===== config.mk =====
export PLATFORM = sky130hd
export DESIGN_NAME = i2c_arbiter
export DESIGN_NICKNAME = d
export VERILOG_FILES = /design/src/rtl/i2c_pkg.sv /design/src/rtl/rr_pick.sv /design/src/rtl/i2c_arbiter.sv
export SDC_FILE = /design/constraint.sdc
export NUM_CORES = 1
export LEC_CHECK = 0
export BUFFER_PORTS_ARGS = -buffer_cell sky130_fd_sc_hd__buf_2
export CAP_MARGIN = 20
export CORE_ASPECT_RATIO = 1.75
export CORE_MARGIN = 2
export CORE_UTILIZATION = 39
export CTS_CLUSTER_DIAMETER = 80
export DETAILED_ROUTE_END_ITERATION = 10
export GPL_TIMING_DRIVEN = 0
export PLACE_DENSITY = 0.73
export SLEW_MARGIN = 40
export SYNTH_ARGS = -nofsm -noshare
export SYNTH_HDL_FRONTEND = slang
export SYNTH_SLANG_ARGS = --single-unit

===== constraint.sdc =====
create_clock -name clk -period 6.3 [get_ports clk]
set_input_delay 0.945 -clock clk [delete_from_list [all_inputs] [get_ports clk]]
set_output_delay 0.945 -clock clk [all_outputs]
set_load 0.05 [all_outputs]

===== src/rtl/i2c_pkg.sv =====
// Shared types and constants for the i2c_dri arbiter.
package i2c_pkg;

  localparam int unsigned I2C_ADDR_W = 16;
  localparam int unsigned I2C_DATA_W = 8;

  localparam logic ACK_OK  = 1'b0;
  localparam logic ACK_ERR = 1'b1;

  typedef enum logic [2:0] {
    StIdle  = 3'd0,
    StIssue = 3'd1,
    StWait  = 3'd2,
    StDone  = 3'd3,
    StGap   = 3'd4
  } state_e;

endpackage


===== src/rtl/rr_pick.sv =====
// Round-robin picker: first pending requester at or after the pointer, wrapping.
module rr_pick #(
  parameter int unsigned NUM_REQ = 2,
  parameter int unsigned IdxW    = 1
) (
  input  logic [NUM_REQ-1:0] pending_i,
  input  logic [IdxW-1:0]    ptr_i,
  output logic [NUM_REQ-1:0] gnt_oh_o,
  output logic [IdxW-1:0]    gnt_idx_o,
  output logic               valid_o
);

  always_comb begin
    gnt_oh_o  = '0;
    gnt_idx_o = '0;
    valid_o   = 1'b0;
    // First pass covers indices at or above the pointer, second pass wraps to the bottom.
    for (int unsigned i = 0; i < NUM_REQ; i++) begin
      if (!valid_o && pending_i[i] && (i >= 32'(ptr_i))) begin
        gnt_oh_o[i] = 1'b1;
        gnt_idx_o   = IdxW'(i);
        valid_o     = 1'b1;
      end
    end
    for (int unsigned i = 0; i < NUM_REQ; i++) begin
      if (!valid_o && pending_i[i]) begin
        gnt_oh_o[i] = 1'b1;
        gnt_idx_o   = IdxW'(i);
        valid_o     = 1'b1;
      end
    end
  end

endmodule


===== src/rtl/i2c_arbiter.sv =====
// Shares one i2c_dri among NUM_REQ requesters: captures commands, grants round-robin,
// routes completion back to the owner and aborts hung transfers with a watchdog.
module i2c_arbiter
  import i2c_pkg::*;
#(
  parameter int unsigned NUM_REQ = 2,
  parameter logic [15:0] TIMEOUT = 16'd2000,
  parameter logic [3:0]  GAP_CYC = 4'd4
) (
  input  logic                          clk,
  input  logic                          rst,
  input  logic [NUM_REQ-1:0]            req_exec,
  input  logic [NUM_REQ-1:0]            req_rh_wl,
  input  logic [NUM_REQ-1:0]            req_bit_ctrl,
  input  logic [I2C_ADDR_W*NUM_REQ-1:0] req_addr,
  input  logic [I2C_DATA_W*NUM_REQ-1:0] req_data_w,
  output logic [NUM_REQ-1:0]            req_done,
  output logic                          req_ack,
  output logic [I2C_DATA_W-1:0]         req_data_r,
  output logic [NUM_REQ-1:0]            req_busy,
  output logic [NUM_REQ-1:0]            req_drop,
  output logic                          timeout,
  output logic                          i2c_exec,
  output logic                          i2c_rh_wl,
  output logic                          i2c_bit_ctrl,
  output logic [I2C_ADDR_W-1:0]         i2c_addr,
  output logic [I2C_DATA_W-1:0]         i2c_data_w,
  input  logic                          i2c_done,
  input  logic                          i2c_ack,
  input  logic [I2C_DATA_W-1:0]         i2c_data_r
);

  localparam int unsigned IdxW = (NUM_REQ > 1) ? $clog2(NUM_REQ) : 1;

  state_e                 state_q, state_d;
  logic [NUM_REQ-1:0]     pending_q, pending_d, drop_q, drop_d, load;
  logic [NUM_REQ-1:0]     rh_q, bc_q;
  logic [I2C_ADDR_W-1:0]  addr_q [NUM_REQ];
  logic [I2C_DATA_W-1:0]  dw_q   [NUM_REQ];
  logic [NUM_REQ-1:0]     gnt_oh_q, gnt_oh_d, pick_oh;
  logic [IdxW-1:0]        gnt_idx_q, gnt_idx_d, rr_q, rr_d, pick_idx;
  logic                   pick_valid;
  logic [15:0]            wdog_q, wdog_d;
  logic [3:0]             gap_q, gap_d;
  logic                   ack_q, ack_d;
  logic [I2C_DATA_W-1:0]  rdata_q, rdata_d;

  rr_pick #(
    .NUM_REQ(NUM_REQ),
    .IdxW   (IdxW)
  ) u_rr_pick (
    .pending_i(pending_q),
    .ptr_i    (rr_q),
    .gnt_oh_o (pick_oh),
    .gnt_idx_o(pick_idx),
    .valid_o  (pick_valid)
  );

  always_comb begin
    state_d   = state_q;
    gnt_oh_d  = gnt_oh_q;
    gnt_idx_d = gnt_idx_q;
    rr_d      = rr_q;
    wdog_d    = wdog_q;
    gap_d     = gap_q;
    ack_d     = ack_q;
    rdata_d   = rdata_q;
    timeout   = 1'b0;
    req_done  = '0;
    unique case (state_q)
      StIdle: begin
        if (pick_valid) begin
          gnt_oh_d  = pick_oh;
          gnt_idx_d = pick_idx;
          state_d   = StIssue;
        end
      end
      StIssue: begin
        wdog_d  = '0;
        state_d = StWait;
      end
      StWait: begin
        // A done arriving in the expiry cycle still counts as a normal completion.
        if (i2c_done) begin
          ack_d   = i2c_ack;
          rdata_d = i2c_data_r;
          state_d = StDone;
        end else if (wdog_q == TIMEOUT - 16'd1) begin
          ack_d   = ACK_ERR;
          rdata_d = '0;
          timeout = 1'b1;
          state_d = StDone;
        end else begin
          wdog_d = wdog_q + 16'd1;
        end
      end
      StDone: begin
        req_done = gnt_oh_q;
        rr_d     = (gnt_idx_q == IdxW'(NUM_REQ - 1)) ? '0 : gnt_idx_q + 1'b1;
        gap_d    = '0;
        state_d  = StGap;
      end
      StGap: begin
        if (gap_q == GAP_CYC - 4'd1) begin
          state_d = StIdle;
        end else begin
          gap_d = gap_q + 4'd1;
        end
      end
      default: state_d = StIdle;
    endcase
  end

  // A new exec from the owner in its DONE cycle wins over the clear.
  assign load      = req_exec & (~pending_q | req_done);
  assign drop_d    = req_exec & pending_q & ~req_done;
  assign pending_d = load | (pending_q & ~req_done);

  always_comb begin
    i2c_rh_wl    = 1'b0;
    i2c_bit_ctrl = 1'b0;
    i2c_addr     = '0;
    i2c_data_w   = '0;
    if (state_q == StIssue || state_q == StWait) begin
      for (int unsigned i = 0; i < NUM_REQ; i++) begin
        if (gnt_oh_q[i]) begin
          i2c_rh_wl    = rh_q[i];
          i2c_bit_ctrl = bc_q[i];
          i2c_addr     = addr_q[i];
          i2c_data_w   = dw_q[i];
        end
      end
    end
  end

  always_ff @(posedge clk) begin
    if (rst) begin
      state_q   <= StIdle;
      pending_q <= '0;
      drop_q    <= '0;
      gnt_oh_q  <= '0;
      gnt_idx_q <= '0;
      rr_q      <= '0;
      wdog_q    <= '0;
      gap_q     <= '0;
      ack_q     <= ACK_OK;
      rdata_q   <= '0;
    end else begin
      state_q   <= state_d;
      pending_q <= pending_d;
      drop_q    <= drop_d;
      gnt_oh_q  <= gnt_oh_d;
      gnt_idx_q <= gnt_idx_d;
      rr_q      <= rr_d;
      wdog_q    <= wdog_d;
      gap_q     <= gap_d;
      ack_q     <= ack_d;
      rdata_q   <= rdata_d;
    end
  end

  always_ff @(posedge clk) begin
    for (int unsigned i = 0; i < NUM_REQ; i++) begin
      if (load[i]) begin
        rh_q[i]   <= req_rh_wl[i];
        bc_q[i]   <= req_bit_ctrl[i];
        addr_q[i] <= req_addr[I2C_ADDR_W*i +: I2C_ADDR_W];
        dw_q[i]   <= req_data_w[I2C_DATA_W*i +: I2C_DATA_W];
      end
    end
  end

  assign i2c_exec   = (state_q == StIssue);
  assign req_busy   = pending_q;
  assign req_drop   = drop_q;
  assign req_ack    = ack_q;
  assign req_data_r = rdata_q;

endmodule


-- Word-level counts from Yosys, hierarchy flattened
Memory sizes are Yosys's and may differ from the RTL's.
Cells that the tools add are included.
- flip-flop bits (word level): 44
- RAM bits: 48
- input port bits: 66
- output and inout port bits: 43
- word-level logic and storage cells: 101
- memories kept: 2
- add/subtract/negate cells: 3
- order comparisons: 1
- equality and inequality tests: 12
- multiplexer cells: 44
- bitwise gates (word level): 8
- reductions and logical operators: 17
- memories (name ; depth ; bits a word ; read ports ; clocked after Yosys merged registers in ; wr ports ; line ; RTL):
    addr_q ; 2 ; 16 ; 2 ; 0 ; 2 ; i2c_arbiter.sv:38 ; logic [I2C_ADDR_W-1:0] addr_q [NUM_REQ];
    dw_q ; 2 ; 8 ; 2 ; 0 ; 2 ; i2c_arbiter.sv:39 ; logic [I2C_DATA_W-1:0] dw_q [NUM_REQ];
- operators with widths (cell ; count):
    two-way mux 16 bit ; 5
    two-way mux 8 bit ; 5
    one-hot mux 16 bit (2 select lines) ; 1
    two-way mux 1 bit ; 25
    adder 16 x 1 -> 16 bit (second input constant) ; 1
    equality test 16 x 11 -> 1 bit (second input constant) ; 1
    one-hot mux 3 bit (5 select lines) ; 1
    two-way mux 3 bit ; 4
    inequality test 2 bit (second input constant) ; 5
    bitwise AND 2 bit ; 4
    one-hot mux 4 bit (2 select lines) ; 1
    equality test 3 x 2 -> 1 bit (second input constant) ; 2
    AND reduction 2 bit ; 3
    AND reduction 3 bit ; 2
    nonzero test 2 bit ; 3
    adder 4 x 1 -> 4 bit (second input constant) ; 1
    equality test 4 x 2 -> 1 bit (second input constant) ; 1
    logical AND 1 bit ; 4
    two-way mux 4 bit ; 1
    inverter 2 bit ; 2
    bitwise OR 2 bit ; 2
    equality test 3 x 1 -> 1 bit (second input constant) ; 1
    equality test 3 bit (second input constant) ; 1
    zero test 1 bit ; 3
    6 further kinds ; 6

-- Longest topological paths before layout
- depth after elaboration: 14
- mapped depth: 6
- depth with buffers taken out: 5

-- Hierarchy
From an unflattened synthesis, not the netlist that was laid out.
- cell total of the unflattened synthesis: 342
- area, all modules: 3895.0 µm²
- modules (own cells, without submodules) (module ; instances ; cells an instance ; area each (µm²) ; seq. area each (µm²)):
    i2c_arbiter ; 1 ; 337 ; 3862.5 ; 2362.3
    rr_pick ; 1 ; 5 ; 32.5 ; 0.0

-- Least setup slack after synthesis
No wires, ideal clock.
- path kind: input-to-output
- start point: in i2c_done
- end point: out timeout
- arrival time: 2775 ps
- required time: 5355 ps
- slack: 2580 ps
- stages on the path: 3
- path buffers: 0
- path through: inv_1 > nand3_1 > nor4_1
- cells in the longest elaborated chain, start to end: 2
- ends and longest elaborated chain (what ; line ; RTL):
    from (decl) ; i2c_arbiter.sv:28 ; input logic i2c_done,
    two-way mux 1 bit ; i2c_arbiter.sv:84 ; if (i2c_done) begin
    two-way mux 1 bit ; i2c_arbiter.sv:70 ; unique case (state_q)
    to (decl) ; i2c_arbiter.sv:22 ; output logic timeout,
Every way passes these cells.

-- Worst setup path in the final report
- start point: reg state_q[1]
- end point: out timeout
- cells in the longest elaborated chain, start to end: 2
- ends and longest elaborated chain (what ; line ; RTL):
    from (decl) ; i2c_arbiter.sv:35 ; state_e state_q, state_d;
    from (signal assigned) ; i2c_arbiter.sv:138 ; state_q <= StIdle;
    from (signal assigned) ; i2c_arbiter.sv:149 ; state_q <= state_d;
    equality test 3 x 2 -> 1 bit ; i2c_arbiter.sv:70 ;
    two-way mux 1 bit ; i2c_arbiter.sv:70 ;
Every way passes these cells.

==> reports/results.txt <==
The post-route minimum period was 3250 ps. The slowest stage of the critical path is the sky130_fd_sc_hd__or3b_1 cell. After detailed routing, the number of vias per cell comes to 5.34. Number of buffers created by CTS: 9.

The worst min-delay path category is reg2reg. The count of mapped cells out of synthesis is 337, and the global-route wire length before repair is 14,700 µm. From left edge to right edge, the die measures 78.9 µm. Summed over all instances, the cell type with the most area after synthesis is sky130_fd_sc_hd__edfxtp_1. The detailed-route DRC error count is 0, and the number of top-level pins is 109.

Clock-pin slew was measured on the worst setup and hold paths at 70 ps. The number of placed cells counting well taps was 569; the number of port buffers was 108. The non-filler instance count after layout came out at 585. Ranked by total cell area, the synthesized netlist is headed by sky130_fd_sc_hd__edfxtp_1 (41%), sky130_fd_sc_hd__dfxtp_1 (21%), sky130_fd_sc_hd__a22oi_1 (5.1%).

The total count of hold-check failures in the final report is 0. From synthesis to final layout, the design area changed by 28.2%. The worst setup path is launched from a flip-flop. In this design, the critical path's most frequently occurring cell is sky130_fd_sc_hd__buf_2.

The final number of max-transition violations came out at 0. Summing internal, switching and leakage power gives 1.53 mW. The overall routing resource usage came out at 0.174. The portion of the clock cycle consumed by the worst path in the final layout was 0.516. Setup clock skew after layout: 5.72 ps.

The kind of critical path was reg2out. In the final design database the tool counted 526 nets. The logs give 0 for the global-route congestion overflow total and 0 for the number of warning messages in the yosys log. The synthesized netlist occupies a cell area of 0.00383 mm².

In this run the static leakage power is 1.93 nW. The data arrival time of the worst path is 2310 ps. The root buffer selected by CTS is sky130_fd_sc_hd__clkbuf_16. For the H-tree depth, the log shows 3. The final route contains 3,122 vias. By count the netlist is led by sky130_fd_sc_hd__edfxtp_1 (52), sky130_fd_sc_hd__dfxtp_1 (40), sky130_fd_sc_hd__nor2_1 (39).

The flow ran to the end, and the final reports show no timing, DRC or antenna violations. For the sum of net half-perimeters after detailed placement, the log shows 6800 µm. The starting utilization of the core area was 0.402.

Setup repair after global routing left no endpoint under its margin. The clock net in this run drives a total of 92 sinks. The run gives 3,137 as the number of global-route vias before repair. Walking the worst path, the cells encountered are buf_2, or3b_1, or4_1, nor4_1, buf_2.

Entering global routing, the biggest net connects 18 pins. The logs give 53 for the post-synthesis cell type count and 47 for the site row count. Counting flops with a built-in enable in the synthesized netlist gives 52. The number of buffers inserted for hold repair after clock tree synthesis is 0, and the routed wire length is 9080 µm. STA puts the critical path data required time at 5350 ps. The run gives 0 as the initial antenna violation count. Across the run, the number of max-cap violations was 0. The most used standard cell by instance count after synthesis was sky130_fd_sc_hd__edfxtp_1.

TritonCTS built the clock tree. The core footprint is 0.00953 mm², and the detailed-route wire length per cell is 15.5 µm. Number of inserted diodes: 0.

The overall die height was 135 µm. The worst setup path is captured at an output pin. After routing, the total negative slack on setup checks comes to 0 ps.

The worst slew slack as a fraction of its limit is 0.440, and the placer congestion estimate is 0.835. For the pin with the worst max-slew slack, the measured transition is 839 ps. For this design the ratio of total power to cell area is 311 mW/mm². Maximum single-stage delay on the critical path: 500 ps. Along the worst path, the maximum fanout reaches 10. The setup fix buffers added after clock tree synthesis came out at 0.

In the synthesized netlist the dominant register cell turns out to be sky130_fd_sc_hd__edfxtp_1. Number of instances resized during post-cts repair: 0. The share of post-route cells with drive strength above 1 was 0.309; the post-synthesis net count was 405. The maximum ir drop on the vdd rail is 0.325 mV, and the fraction of synthesis flops using an asynchronous set or reset pin is 0. The logs give 0 for the final antenna-violating net count and 0.0107 mm² for the full die area.

After filler insertion, the fill cell instance count of the layout stands at 852. For the clock latency at the later pin of the worst-skew pair, the log shows 330 ps. Each instance of the synthesized netlist takes up on average 11.4 µm². The tools report the proportion of synthesized chip area in sequential cells as 0.617.

The clock passes through at most 2 buffers. The fraction of synthesized cell area taken by the top area cell type was 0.408; the number of iterations in the first detailed-routing pass was 4. The DRC violation total after the first TritonRoute iteration came out at 169. Setup violations remaining at the end of the flow were counted as 0. Counting flops and latches in the post-synthesis netlist gives 92.

The tools report the upper clock frequency limit as 0.307 GHz.
==> per-stage QoR <==
step	hold WS, ps	area [µm²]	util	worst slack [ps]
2_1_floorplan	413	3830	-	2580
3_3_place_gp	418	4520	0.475	2670
3_5_place_dp	428	4590	0.482	3310
4_1_cts	443	4910	0.516	3050
5_1_grt	465	4910	0.516	2830
6_report	443	4910	0.516	3050
==> logic make-up after synthesis <==
| logic type | synth area share |
|---|---|
| simple gates | 0.167 |
| mux | 0.00294 |
| compound gates | 0.171 |
| fa+ha+maj | 0.00653 |
| buf+inv | 0.0317 |
| flops | 0.617 |
| xor+xnor | 0.00457 |
==> worst paths after layout <==
check,startpoint,to,slack [ps],cells past startpoint
worst min register to register,gnt_idx_q,rr_q,440,1
worst max-delay path,state_q[1],timeout,3050,5
worst max register to register,state_q[0],addr_q[0][19],4010,6
worst min-delay path,gnt_idx_q,rr_q,440,1
==> where the power goes <==
part	switching (mW)	total (mW)	leakage, nW	internal, mW
Sequential	0.0134	0.681	0.819	0.668
Clock	0.230	0.582	0.158	0.352
Combinational	0.191	0.265	0.954	0.0744
==> area by class of cell <==
type                       instances  area, µm²  area share
buffer                            19       83.8      0.0171
clock buffer                      10        229      0.0466
clock inverter                     6       95.1      0.0194
inverter                          10       37.5     0.00764
multi-input combinational        216       1370       0.279
sequential                        92       2360       0.481
tap                              122        153      0.0311
timing repair buffer             110        583       0.119
==> worst max-delay path: cells and delay by family (launching register included) <==
kind,cells,cell delay (ps)
simple gates,3,1120
flops,1,330
buf+inv,2,520
==> state kept, by name (all words and copies together), names as in the netlist <==
| name | cells |
|---|---|
| addr_q | 32 |
| bc_q | 2 |
| dw_q | 16 |
| gap_q | 4 |
| gnt_idx_q | 1 |
| gnt_oh_q | 2 |
| req_ack | 1 |
| req_busy | 2 |
| req_data_r | 8 |
| req_drop | 2 |
| rh_q | 2 |
| rr_q | 1 |
| state_q | 3 |
| wdog_q | 16 |
==> placed cells by master, fill, tap and decap left out, types with 2 or more instances in the layout <==
master / netlist / routed
sky130_fd_sc_hd__buf_2: 4 / 112
sky130_fd_sc_hd__edfxtp_1: 52 / 52
sky130_fd_sc_hd__dfxtp_1: 40 / 40
sky130_fd_sc_hd__nor2_1: 39 / 39
sky130_fd_sc_hd__nand2_1: 26 / 26
sky130_fd_sc_hd__a22oi_1: 26 / 26
sky130_fd_sc_hd__clkbuf_1: 13 / 14
sky130_fd_sc_hd__nand3_1: 14 / 14
sky130_fd_sc_hd__a21oi_1: 14 / 12
sky130_fd_sc_hd__inv_1: 10 / 10
sky130_fd_sc_hd__a31oi_1: 10 / 10
sky130_fd_sc_hd__clkbuf_16: 0 / 9
sky130_fd_sc_hd__a22o_1: 8 / 8
sky130_fd_sc_hd__nor3_1: 7 / 7
sky130_fd_sc_hd__o21ai_0: 7 / 7
sky130_fd_sc_hd__or4_1: 6 / 6
sky130_fd_sc_hd__nand4_1: 6 / 6
sky130_fd_sc_hd__o211ai_1: 6 / 6
sky130_fd_sc_hd__nand2b_1: 4 / 4
sky130_fd_sc_hd__a21oi_4: 1 / 3
sky130_fd_sc_hd__nor4_1: 3 / 3
sky130_fd_sc_hd__xor2_1: 2 / 2
sky130_fd_sc_hd__nor2b_1: 2 / 2
sky130_fd_sc_hd__and4_1: 2 / 2
sky130_fd_sc_hd__a211oi_1: 2 / 2
sky130_fd_sc_hd__o31ai_1: 2 / 2
sky130_fd_sc_hd__a311oi_1: 2 / 2
sky130_fd_sc_hd__o41a_1: 2 / 2
sky130_fd_sc_hd__ha_1: 2 / 2
sky130_fd_sc_hd__clkinv_4: 0 / 2
sky130_fd_sc_hd__inv_6: 0 / 2
sky130_fd_sc_hd__bufinv_16: 0 / 2
==> layer usage <==
metal	share of wire	vias to the layer above	global-route usage
met5	0	-	0
met2	0.57	95	0.330
met3	0.041	17	0.0294
li1	-	1525	-
met1	0.37	1485	0.177
met4	0.029	0	0.0939
Note: power is estimated with default switching activity, not from simulation.
